File: src/rtl/mem_access_ctrl.sv
`default_nettype none
// ============================================================================
// Module      : mem_access_ctrl
// Description : Valid/ready front end that sequences single read/write ops
//               onto a strobe-driven SRAM with fixed setup/pulse/hold timing.
// Revision    : 1.0 - initial release
// ============================================================================
module mem_access_ctrl #(
   parameter int ADDR_W     = 4,
   parameter int DATA_W     = 8,
   parameter int SETUP_CYC  = 1,
   parameter int STROBE_CYC = 2,
   parameter int HOLD_CYC   = 1
) (
   input  logic              clk,
   input  logic              rst_n,
   input  logic              req_valid,
   output logic              req_ready,
   input  logic              req_we,
   input  logic [ADDR_W-1:0] req_addr,
   input  logic [DATA_W-1:0] req_wdata,
   output logic              rsp_valid,
   input  logic              rsp_ready,
   output logic [DATA_W-1:0] rsp_rdata,
   output logic [ADDR_W-1:0] mem_addr,
   output logic [DATA_W-1:0] mem_wdata,
   output logic              mem_read,
   output logic              mem_write,
   input  logic [DATA_W-1:0] mem_rdata,
   output logic              busy
);

   localparam int c_MAX_SH  = (SETUP_CYC > HOLD_CYC) ? SETUP_CYC : HOLD_CYC;
   localparam int c_MAX_CYC = (STROBE_CYC > c_MAX_SH) ? STROBE_CYC : c_MAX_SH;
   localparam int c_CNT_W   = $clog2(c_MAX_CYC + 1);

   // Counter is preloaded with phase length - 1 and counts down to zero
   localparam logic [c_CNT_W-1:0] c_SETUP_LD  = c_CNT_W'(SETUP_CYC - 1);
   localparam logic [c_CNT_W-1:0] c_STROBE_LD = c_CNT_W'(STROBE_CYC - 1);
   localparam logic [c_CNT_W-1:0] c_HOLD_LD   = c_CNT_W'(HOLD_CYC - 1);
   localparam logic [c_CNT_W-1:0] c_CNT_ONE   = c_CNT_W'(1);

   typedef enum logic [2:0] {
      ST_IDLE   = 3'd0,
      ST_SETUP  = 3'd1,
      ST_STROBE = 3'd2,
      ST_HOLD   = 3'd3,
      ST_RESP   = 3'd4
   } state_t;

   state_t              r_state;
   state_t              w_state_next;
   logic [c_CNT_W-1:0]  r_cnt;
   logic [c_CNT_W-1:0]  w_cnt_next;
   logic                w_accept;
   logic                w_capture;
   logic                r_op_we;
   logic [ADDR_W-1:0]   r_mem_addr;
   logic [DATA_W-1:0]   r_mem_wdata;
   logic                r_mem_read;
   logic                r_mem_write;
   logic [DATA_W-1:0]   r_rsp_rdata;

   always_comb begin
      w_state_next = r_state;
      w_cnt_next   = r_cnt;
      w_accept     = 1'b0;
      w_capture    = 1'b0;
      case (r_state)
         ST_IDLE: begin
            if (req_valid) begin
               w_accept     = 1'b1;
               w_state_next = ST_SETUP;
               w_cnt_next   = c_SETUP_LD;
            end
         end
         ST_SETUP: begin
            if (r_cnt == '0) begin
               w_state_next = ST_STROBE;
               w_cnt_next   = c_STROBE_LD;
            end else begin
               w_cnt_next   = r_cnt - c_CNT_ONE;
            end
         end
         ST_STROBE: begin
            if (r_cnt == '0) begin
               w_state_next = ST_HOLD;
               w_cnt_next   = c_HOLD_LD;
            end else begin
               w_cnt_next   = r_cnt - c_CNT_ONE;
            end
         end
         ST_HOLD: begin
            if (r_cnt == '0) begin
               w_state_next = r_op_we ? ST_IDLE : ST_RESP;
               w_capture    = ~r_op_we;
               w_cnt_next   = '0;
            end else begin
               w_cnt_next   = r_cnt - c_CNT_ONE;
            end
         end
         ST_RESP: begin
            if (rsp_ready) begin
               w_state_next = ST_IDLE;
            end
         end
         default: begin
            w_state_next = ST_IDLE;
            w_cnt_next   = '0;
         end
      endcase
   end

   // Strobes are decoded from the next state so they leave a flop cleanly
   always_ff @(posedge clk or negedge rst_n) begin
      if (!rst_n) begin
         r_state     <= ST_IDLE;
         r_cnt       <= '0;
         r_op_we     <= 1'b0;
         r_mem_addr  <= '0;
         r_mem_wdata <= '0;
         r_mem_read  <= 1'b0;
         r_mem_write <= 1'b0;
         r_rsp_rdata <= '0;
      end else begin
         r_state     <= w_state_next;
         r_cnt       <= w_cnt_next;
         r_mem_read  <= (w_state_next == ST_STROBE) && !r_op_we;
         r_mem_write <= (w_state_next == ST_STROBE) &&  r_op_we;
         if (w_accept) begin
            r_op_we     <= req_we;
            r_mem_addr  <= req_addr;
            r_mem_wdata <= req_wdata;
         end
         if (w_capture) begin
            r_rsp_rdata <= mem_rdata;
         end
      end
   end

   assign req_ready = (r_state == ST_IDLE);
   assign busy      = (r_state != ST_IDLE);
   assign rsp_valid = (r_state == ST_RESP);
   assign rsp_rdata = r_rsp_rdata;
   assign mem_addr  = r_mem_addr;
   assign mem_wdata = r_mem_wdata;
   assign mem_read  = r_mem_read;
   assign mem_write = r_mem_write;

endmodule
`default_nettype wire
File: config.mk
export PLATFORM = sky130hd
export DESIGN_NAME = mem_access_ctrl
export DESIGN_NICKNAME = d
export VERILOG_FILES = /design/src/rtl/mem_access_ctrl.sv
export SDC_FILE = /design/constraint.sdc
export NUM_CORES = 1
export LEC_CHECK = 0
export BUFFER_PORTS_ARGS = -buffer_cell sky130_fd_sc_hd__buf_2
export CAP_MARGIN = 20
export CORE_ASPECT_RATIO = 1.4
export CORE_MARGIN = 2
export CORE_UTILIZATION = 40
export CTS_CLUSTER_SIZE = 20
export DETAILED_ROUTE_END_ITERATION = 16
export GPL_ROUTABILITY_DRIVEN = 0
export PLACE_DENSITY = 0.71
export RECOVER_POWER = 100
export SLEW_MARGIN = 15
export SYNTH_ARGS = -nofsm -noshare
export SYNTH_HDL_FRONTEND = slang
export SYNTH_SLANG_ARGS = --single-unit
File: constraint.sdc
create_clock -name clk -period 3.1 [get_ports clk]
set_input_delay 0.155 -clock clk [delete_from_list [all_inputs] [get_ports clk]]
set_output_delay 0.155 -clock clk [all_outputs]
set_load 0.05 [all_outputs]
Word-level counts from Yosys, hierarchy flattened
Cells that the tools add are included.

cells by class
  add/subtract/negate cells = 1
  equality and inequality tests = 6
  bitwise operators = 2
  reductions and logical operators = 8
  muxes and demuxes = 15

operators by type and width
  operator                                                                number
  3-bit two-way mux                                                       6
  3-bit one-hot mux with 5 select lines                                   1
  3-bit by 2-bit equality test with 1-bit output (second input constant)  3
  2-bit one-hot mux with 4 select lines                                   1
  2-bit two-way mux                                                       3
  1-bit two-way mux                                                       4
  3-bit by 1-bit equality test with 1-bit output (second input constant)  1
  3-bit equality test (second input constant)                             1
  3-bit zero test                                                         1
  3-bit nonzero test                                                      1
  1-bit logical AND                                                       2
  2-bit zero test                                                         1
  2-bit inequality test (second input constant)                           1
  1-bit inverter                                                          2
  2-bit AND reduction                                                     1
  2-bit OR reduction                                                      1
  2-bit by 1-bit subtractor with 2-bit output (second input constant)     1
  1-bit zero test                                                         1

storage, ports and cells
  output and inout port bits = 25
  bits in registers = 28
  logic and storage cells = 40
  input bits = 25

Logic depth before layout (Yosys ltp)
  depth in word-level cells = 5
  mapped depth = 4

Worst setup path before layout
No wires, ideal clock.

  path kind = reg2out
  start = register r_state[2]
  end = output port req_ready
  path buffers = 1
  slack = 1430 ps
  data required time = 2945 ps
  data arrival time = 1515 ps
  stages on the path, launching flop included = 4
  path through = dfrtp_1 clkbuf_1 or3_1 inv_1

on the way
  longest elaborated chain between the ends = 1

ends and longest elaborated chain
  element                 line  text
  start, declared         51    state_t r_state;
  start signal, assigned  126   r_state <= w_state_next;
  3-bit zero test         141   assign req_ready = (r_state == ST_IDLE);
  end, declared           18    output logic req_ready,

No other way between the ends.

Worst setup path in the final report
  start = register r_state[2]
  end = register r_mem_addr[1] (netlist: mem_addr[1])

on the way
  longest elaborated chain between the ends = 2

ends and longest elaborated chain
  element               line  text
  3-bit zero test       69    case (r_state)
  1-bit two-way mux     69
  end signal, assigned  132   r_mem_addr <= req_addr;
  end, declared         58    logic [ADDR_W-1:0] r_mem_addr;

No other way between the ends.
A chain may end at the register's enable or synchronous reset.

==> results.md <==
* 0 — drt drc
* 422 sq um — area used by multi-input combinational logic
* 100% — fraction of registers with async set/reset
* 0.00488 ns — final setup skew
* 4.64 — Via density
* 60.2% — sequential cell area fraction in the yosys report
* simple AND/OR/NAND/NOR gates — CP delay by family, top
* 67.8 um — Vert. Die Dim
* 28 — number of register bits inferred by synthesis
* 41.3% — initial core utilization
* 3.37% — worst rel slew slack
* register — CP Capture Type
* 0.512 GHz — peak clock frequency supported by timing
* 0 — buffers plus inverters on the worst setup path
* 29 — maximum number of pins on one net before global-route repair
* 2.11 ns — Arr. time, crit path
* 50 — number of primary I/O pins
* 1.95 ns — Final Critical Period
* 0 — antenna-violating nets left
* 1.45 ns — worst slew pin tran
* 0 — number of buffers added for setup after CTS
* 0.69 ns — largest incremental delay on the critical path
* dfrtp_1 — Main synth FF type
* 49.6 um — overall die width
* 3660 um — global-route wire length before repair
* 1730 um — HPWL after DPL
* 284 — layout filler cell count
* dfrtp_1 — biggest area consumer among synthesized cells
* 0 — number of enable-type register cells in the synthesized netlist
* 0 — diodes inserted
* 0 — max cap viols
* 1 — Clock H-tree levels
* 49 — I/O Buffers
* 63.0% — fraction of the cycle the final worst path needs
* built — TritonCTS clock tree
* 814 — number of global-route vias before repair
* 0.09 ns — post-CTS clock slew at the launch and capture registers of the worst setup and hold paths
* 0 ns — Total Negative Setup Slacks
* 160 — number of nets in the layout
* 3 — number of buffers created by CTS
* 0 — antenna violations before repair
* 793 — detailed-route via count
* 13 — peak fanout along the critical path
* 28 — number of clock sinks seen by CTS
* 0 — Final Slew Violations
* 0 — Yosys warning total
* dfrtp_1, clkbuf_1, buf_2, mux2_2 — leading cell types in the layout, fill and taps excluded
* 25.3% — area grow syn2layout
* 13.1 um — routed wire length per instance
* 3.26 ns — data required time of the critical path
* 2 — drt pass-1 iters
* 14.0 sq um — average size of a mapped cell
* 2 — Clock Path Buffers
* clkbuf_8 — root buffer selected by CTS
* dfrtp_1, mux2_2, nor3b_1 — largest cells by area after synthesis
* register — type of origin of the critical path
* 0 — number of instances resized during post-cts repair
* 83 — Gate Count Post-Synth
* 1160 sq um — Syn Std Cell Area
* 2240 um — Total Routed Length
* 3360 sq um — Die ar.
* 26 — count of distinct cell types in the synthesized netlist
* 108 — nets in the synthesized netlist
* primary input to register — path category of the worst min-delay check
* false — setup repair after global routing missed its margin
* dfrtp_1 — most common cell after layout, fill and taps aside
* 701 sq um — sequential cell area
* nand2b_1 -> nor3_2 -> mux2_2 — critical path cell sequence
* 0 — number of failing setup endpoints in the final timing report
* 14.3% — global routing usage summed across all routing layers
* 2820 sq um — area of the placeable core
* 0 — total grt overflow
* finished, final reports clean — result of the run
* 0.26 ns — clock latency reported for the late side of the worst-skew pair
* nor3_2 — cell with the largest stage delay on the worst path
* 8 — starting DRC count in detailed routing
* 23 — Std-Cell Rows
* register to register — Worst Setup Path Type
* 36.6% — layout cells sized above 1
* 60.2% — share of Yosys cell area claimed by the top area cell type
* 0 — final hold violations
path summary, 6_finish.rpt:
path,start,endpoint,slack (ns),cells after the start
setup / recovery,r_state[2],mem_addr[1],1.15,3
max in group asynchronous,rst_n,r_state[2],1.49,2
setup reg to reg,r_state[2],mem_addr[1],1.15,3
hold reg to reg,r_op_we,mem_read,0.49,1
hold / removal,req_wdata[0],mem_wdata[0],0.11,2
min in group asynchronous,rst_n,mem_write,0.76,2
what timing repair did:
item / in CTS / in global routing
hold buffers: 1 / 0
endpoints found under the hold margin: 28 / 0
endpoints found under the setup margin: 0 / 0
registers in the layout, summed over array words and instances (netlist names):
| register | count |
|---|---|
| mem_addr | 4 |
| r_cnt | 2 |
| rsp_rdata | 8 |
| r_op_we | 1 |
| mem_write | 1 |
| mem_wdata | 8 |
| mem_read | 1 |
| r_state | 3 |
cell families (layout without fill, tap and decap cells):
logic type	after synthesis	in the layout	share of synthesized area [%]
xor+xnor	1	1	0.753
compound gates	5	5	2.69
buf+inv	6	57	2.37
flops	28	28	60.2
simple gates	20	20	11.9
mux	23	23	22.0
metrics by stage:
stage	instance area, sq um	setup WS, ns	hold WS (ns)	std cells	util, %
after floorplan	1160	1.43	-0.141	83	-
after global placement	1440	1.20	0.190	166	51.0
after detailed placement	1440	1.11	0.205	166	51.0
after CTS	1500	1.11	0.109	171	53.3
after global routing	1460	0.995	0.105	171	51.7
final	1460	1.15	0.114	171	51.7
per-layer routing:
metal  part of all wire, %  wire length [um]  vias to the layer above  global-route usage (%)
met5                     0                 0                        -                       0
met2                    54              1210                       21                    25.0
met4                   1.5                34                        0                    7.29
li1                      -                 -                      388                       -
met3                   3.9                87                        2                    1.97
met1                    40               905                      382                    17.4
cell usage after synthesis, types with 2 or more instances:
library cell and instances:
nor2_1 3, nor2b_1 2, inv_1 3, dfrtp_1 28
nand2b_1 2, mux2i_1 2, nand2_1 2, mux2_2 21
nor3b_1 3
area by class of cell:
cell class / instances / area share, %
Multi-Input combinational cell: 49 / 28.9
Tap cell: 37 / 3.18
Sequential cell: 28 / 48.1
Timing Repair Buffer: 50 / 15.3
Inverter: 3 / 0.773
Clock buffer: 4 / 3.78
worst reg2reg max path, stage by stage (launching register included):
cell and delay [ns]:
dfrtp_1 0.50, nand2b_1 0.24, nor3_2 0.69, mux2_2 0.42
Power is not shown: default switching activity piles up to over one toggle a cycle in this logic, so the estimate is an artifact.
